## src/rtl/pipe_arb_pkg.sv

```systemverilog
// Shared types for the IF/MEM memory port arbiter: FSM states, grant encoding, request latch.
// Latency: n/a (types and constants only).
// Backpressure: n/a.
package pipe_arb_pkg;

  typedef enum logic [1:0] {
    ARB_IDLE = 2'd0,
    ARB_BUSY = 2'd1,
    ARB_DONE = 2'd2
  } arb_state_t;

  typedef enum logic {
    GNT_IF = 1'b0,
    GNT_D  = 1'b1
  } arb_gnt_t;

  localparam int WAIT_CYCLES_MAX = 15;
  localparam int CNT_W           = $clog2(WAIT_CYCLES_MAX + 1);

  // Everything the memory needs for one transfer, captured at grant time.
  typedef struct packed {
    logic        we;
    logic [31:0] addr;
    logic [31:0] wdata;
  } mem_req_t;

endpackage

```

## src/rtl/arb_wait_cnt.sv

```systemverilog
// Wait-state counter for one memory transfer: cleared on grant, counts BUSY cycles.
// Latency: tc is combinational from the count; count updates on the clock edge.
// Backpressure: none; the arbiter FSM decides when to load and when to increment.
module arb_wait_cnt
  import pipe_arb_pkg::*;
#(
  parameter int WAIT_CYCLES = 1
) (
  input  logic Clk,
  input  logic Clrn,
  input  logic load,
  input  logic inc,
  output logic tc
);

  localparam logic [CNT_W-1:0] TC_VAL = CNT_W'(WAIT_CYCLES - 1);

  logic [CNT_W-1:0] cnt;

  // Clear on grant, otherwise advance once per BUSY cycle.
  always_ff @(posedge Clk or negedge Clrn) begin
    if (!Clrn) begin
      cnt <= '0;
    end else if (load) begin
      cnt <= '0;
    end else if (inc) begin
      cnt <= cnt + 1'b1;
    end
  end

  // Last BUSY cycle of the transfer: memory read data is valid now.
  assign tc = (cnt == TC_VAL);

endmodule

```

## src/rtl/mem_port_arbiter.sv

```systemverilog
// Shares one single-ported memory between IF and MEM; define ARB_RR_EN for round-robin ties, else D wins ties.
// Latency: request seen in IDLE -> WAIT_CYCLES BUSY cycles -> one-cycle ready pulse (WAIT_CYCLES+2 per access).
// Backpressure: requesters hold req/addr/data until their ready pulse; stall_* tell the pipeline to hold meanwhile.
module mem_port_arbiter
  import pipe_arb_pkg::*;
#(
  parameter int WAIT_CYCLES = 1
) (
  input  logic        Clk,
  input  logic        Clrn,
  input  logic        if_req,
  input  logic [31:0] if_addr,
  output logic [31:0] if_rdata,
  output logic        if_ready,
  input  logic        d_req,
  input  logic        d_we,
  input  logic [31:0] d_addr,
  input  logic [31:0] d_wdata,
  output logic [31:0] d_rdata,
  output logic        d_ready,
  output logic        stall_if,
  output logic        stall_d,
  output logic        mem_en,
  output logic        mem_we,
  output logic [31:0] mem_addr,
  output logic [31:0] mem_wdata,
  input  logic [31:0] mem_rdata
);

  arb_state_t state, state_nxt;
  arb_gnt_t   gnt, gnt_nxt;
  arb_gnt_t   winner;
  mem_req_t   lat, lat_nxt;
  logic       grant;
  logic       capture;
  logic       cnt_load;
  logic       cnt_inc;
  logic       cnt_tc;

`ifdef ARB_RR_EN
  arb_gnt_t   last_gnt;
`endif

  arb_wait_cnt #(
    .WAIT_CYCLES(WAIT_CYCLES)
  ) u_wait_cnt (
    .Clk  (Clk),
    .Clrn (Clrn),
    .load (cnt_load),
    .inc  (cnt_inc),
    .tc   (cnt_tc)
  );

  // Pick who would be granted this cycle if the port is idle.
  always_comb begin
    winner = GNT_IF;
    if (d_req && if_req) begin
`ifdef ARB_RR_EN
      winner = (last_gnt == GNT_D) ? GNT_IF : GNT_D;
`else
      winner = GNT_D;
`endif
    end else if (d_req) begin
      winner = GNT_D;
    end
  end

  // FSM next state, request latch contents, counter control and memory/ready outputs.
  always_comb begin
    state_nxt = state;
    gnt_nxt   = gnt;
    lat_nxt   = lat;
    grant     = 1'b0;
    capture   = 1'b0;
    cnt_load  = 1'b0;
    cnt_inc   = 1'b0;
    mem_en    = 1'b0;
    mem_we    = 1'b0;
    if_ready  = 1'b0;
    d_ready   = 1'b0;
    case (state)
      ARB_IDLE: begin
        if (if_req || d_req) begin
          grant     = 1'b1;
          gnt_nxt   = winner;
          cnt_load  = 1'b1;
          state_nxt = ARB_BUSY;
          if (winner == GNT_D) begin
            lat_nxt.we    = d_we;
            lat_nxt.addr  = d_addr;
            lat_nxt.wdata = d_wdata;
          end else begin
            // Fetches never write; the write-data latch is cleared so the bus idles at zero.
            lat_nxt.we    = 1'b0;
            lat_nxt.addr  = if_addr;
            lat_nxt.wdata = '0;
          end
        end
      end
      ARB_BUSY: begin
        mem_en  = 1'b1;
        mem_we  = lat.we;
        cnt_inc = 1'b1;
        if (cnt_tc) begin
          capture   = 1'b1;
          state_nxt = ARB_DONE;
        end
      end
      ARB_DONE: begin
        // Requests are deliberately ignored here so the winner can drop its req first.
        if_ready  = (gnt == GNT_IF);
        d_ready   = (gnt == GNT_D);
        state_nxt = ARB_IDLE;
      end
      default: begin
        state_nxt = ARB_IDLE;
      end
    endcase
  end

  // State, grant and request latch registers.
  always_ff @(posedge Clk or negedge Clrn) begin
    if (!Clrn) begin
      state <= ARB_IDLE;
      gnt   <= GNT_IF;
      lat   <= '0;
    end else begin
      state <= state_nxt;
      gnt   <= gnt_nxt;
      lat   <= lat_nxt;
    end
  end

  // Capture read data on the last BUSY cycle; stores leave d_rdata untouched.
  always_ff @(posedge Clk or negedge Clrn) begin
    if (!Clrn) begin
      if_rdata <= '0;
      d_rdata  <= '0;
    end else if (capture) begin
      if (gnt == GNT_IF) begin
        if_rdata <= mem_rdata;
      end else if (!lat.we) begin
        d_rdata <= mem_rdata;
      end
    end
  end

`ifdef ARB_RR_EN
  // Remember the most recent grant so the next tie goes to the other requester.
  always_ff @(posedge Clk or negedge Clrn) begin
    if (!Clrn) begin
      last_gnt <= GNT_D;
    end else if (grant) begin
      last_gnt <= winner;
    end
  end
`endif

  assign mem_addr  = lat.addr;
  assign mem_wdata = lat.wdata;
  assign stall_if  = if_req & ~if_ready;
  assign stall_d   = d_req & ~d_ready;

endmodule
```

## config.mk

```make
export PLATFORM = sky130hd
export DESIGN_NAME = mem_port_arbiter
export DESIGN_NICKNAME = d
export VERILOG_FILES = /design/src/rtl/pipe_arb_pkg.sv /design/src/rtl/arb_wait_cnt.sv /design/src/rtl/mem_port_arbiter.sv
export SDC_FILE = /design/constraint.sdc
export NUM_CORES = 1
export LEC_CHECK = 0
export BUFFER_PORTS_ARGS = -buffer_cell sky130_fd_sc_hd__buf_4
export CAP_MARGIN = 20
export CORE_MARGIN = 2
export CORE_UTILIZATION = 47
export CTS_BUF_LIST = sky130_fd_sc_hd__clkbuf_8 sky130_fd_sc_hd__clkbuf_16
export DETAILED_ROUTE_END_ITERATION = 8
export GPL_ROUTABILITY_DRIVEN = 0
export PLACE_DENSITY = 0.8
export SLEW_MARGIN = 20
export SYNTH_ARGS = -nofsm -noshare
export SYNTH_HDL_FRONTEND = slang
export SYNTH_SLANG_ARGS = --single-unit
```

## constraint.sdc

```tcl
create_clock -name Clk -period 2.4 [get_ports Clk]
set_input_delay 0.36 -clock Clk [delete_from_list [all_inputs] [get_ports Clk]]
set_output_delay 0.36 -clock Clk [all_outputs]
set_load 0.05 [all_outputs]
```

==> metrics.yaml <==
status: "finished, final reports clean"
fillCellCount: 945
clock_latency_ps: 410
end_kind: "flop"
h-tree-depth: 4
cts-root-buf: "clkbuf_16"
setup_tns_ps: 0
drt-total-wl_um: 13800
hold_class: "in2reg"
pre_cts_ws_ps: 459
fp-row-count: 41
drv_cap: 0
hold-path-cell-count: 2
ant_nets: 0
dp_cells: 780
grt_max_degree: 67
slew_violations: 0
rsz0062_at_grt: "no"
ys_warn_count: 0
grt_pass1_vias: 4140
die_area_sq_um: 13700
post_cts.repair.setup_buffers: 0
post-route-period-util_pct: 81.1
core_area_sq_um: 12500
yosysSeqAreaShare_pct: 56.8
finClkSkew_ps: 6.71
cp_cell_sequence: "inv_1, ha_1, or3b_4, nor3_4, buf_12, mux2_2"
fin_nets: 763
cts_buffer_depth: 2
grt_overflow: 0
antenna_found_initial: 0
synth.distinct_cells: 29
rrSetupSlack_ps: 450
path_clk_slew_ps: 50
drtIter0Drc: 129
ys_seq_elements: 136
worstReg2RegEnd: "if_rdata[0]"
holdBufCountCts: 1
final-hold-violation-count: 0
critPathMaxStageDelay_ps: 400
crit_type: "reg2reg"
portBuffers: 266
tightest_slew_ps: 615
die_h_um: 117
ctsResizeCount: 0
rr_startpoint: "u_wait_cnt.cnt[0]"
cp_max_fo: 32
tritoncts: "done"
netlist_instances: 416
maxSlewHeadroom_pct: 59.0
netlist_area_sq_um: 5990
drive_gt1_share_pct: 68.4
syn_nets: 551
r2r_cells: 6
hold-path-endpoint: "mem_wdata[21]"
cpMaxStageDelayCell: "dfrtp_1"
first_pass_iters: 4
final_common_cell: "buf_4"
cts_made_buffers: 17
dpl.hpwl_um: 10100
io_pins: 267
cts.sinks: 136
synth_area_per_cell_sq_um: 14.4
start_util_pct: 47.9
worst_setup_path_start_kind: "flop"
cp.required_ps: 2690
grt_usage_pct: 20.2
chipWidth_um: 117
arrival_ps: 2240
fin_crit_ps: 1950
synthToLayoutAreaGrowth_pct: 39.3
diodes: 0
critPathLaunch: "u_wait_cnt.cnt[0]"
final_cell_mix: "buf_4, dfrtp_1, mux2_2"
route.detailed.drc: 0
setup_viol: 0
wire_per_inst_um: 17.0
fin_ws_ps: 454
hp-start: "d_wdata[21]"
fin_cells: 811
num_vias: 3989
viasPerCell: 4.92
fmax_mhz: 514
grt_pass1_wl_um: 20800
==> Yosys cell counts, drive strengths merged <==
master	instances	area (sq um)
a22o	33	289
nor3	1	16.3
ha	2	25.0
nand3b	1	7.51
a21o	1	7.51
nand4b	1	23.8
nor2b	2	12.5
o21ai	3	15.0
or3b	1	11.3
nand2	4	15.0
o21a	1	7.51
clkbuf	8	30.0
dfrtp	136	3400
xor2	2	17.5
nand3	1	5.00
and3b	1	8.76
nor2	3	11.3
inv	3	11.3
o22ai	1	6.26
buf	77	576
nor3b	2	15.0
o31ai	1	7.51
nand2b	1	13.8
mux2	128	1440
and2	2	12.5
==> stage by stage <==
stage	hold slack (ps)	instance area [sq um]	util, %
after floorplan	64.4	5990	-
after global placement	381	7720	61.6
after detailed placement	401	7720	61.6
after CTS	146	8340	66.7
after global routing	149	8340	66.7
final	163	8340	66.7
==> flip-flops by register name (all words and copies together) (netlist names) <==
name            count
d_rdata            32
lat                 1
state               2
mem_addr           32
if_rdata           32
gnt                 1
u_wait_cnt.cnt      4
mem_wdata          32
==> cell type report <==
cell class / count / area (sq um) / share of cell area [%]
tap: 172 / 215 / 2.58
multi-input combinational: 192 / 1980 / 23.7
inverter: 3 / 11.3 / 0.135
timing repair buffer: 278 / 2120 / 25.4
clock inverter: 10 / 151 / 1.81
sequential: 136 / 3400 / 40.8
clock buffer: 20 / 467 / 5.59
==> worst max-delay path by stage <==
stage	slack [ps]	end
floorplan	420	stall_d
global placement	520	if_rdata[15]
detailed placement	460	if_rdata[21]
CTS	450	d_rdata[6]
global route	330	d_rdata[6]
finish	450	if_rdata[0]
==> cells by family (layout without fill, tap and decap cells) <==
family	count (synthesis)	count (layout)	synth area share, %
xor gates and xnor gates	2	2	0.293
and+or+nand+nor	20	20	2.55
muxes	128	128	24.1
adders and majority gates	2	2	0.418
AOI/OAI and AO/OA	40	40	5.56
DFF	136	136	56.8
buffers and inverters	88	311	10.3
==> worst max-delay path, delay by kind of cell, from the launching register on <==
family / cells / cell delay (ps)
flops: 1 / 400
buf+inv: 2 / 320
fa+ha+maj: 1 / 170
mux: 1 / 360
simple gates: 2 / 550
==> routing by layer <==
| layer | GRT usage, % | wire (um) | up-vias | part of all wire [%] |
|---|---|---|---|---|
| li1 | - | - | 1826 | - |
| met1 | 21.7 | 4940 | 1974 | 36 |
| met2 | 36.2 | 7440 | 155 | 54 |
| met3 | 6.02 | 948 | 34 | 6.9 |
| met4 | 10.3 | 429 | 0 | 3.1 |
| met5 | 0 | 0 | - | 0 |
Power is left out: the tool's default activity adds up to more than one toggle a clock period on the data nets, which glitch-free logic cannot reach.
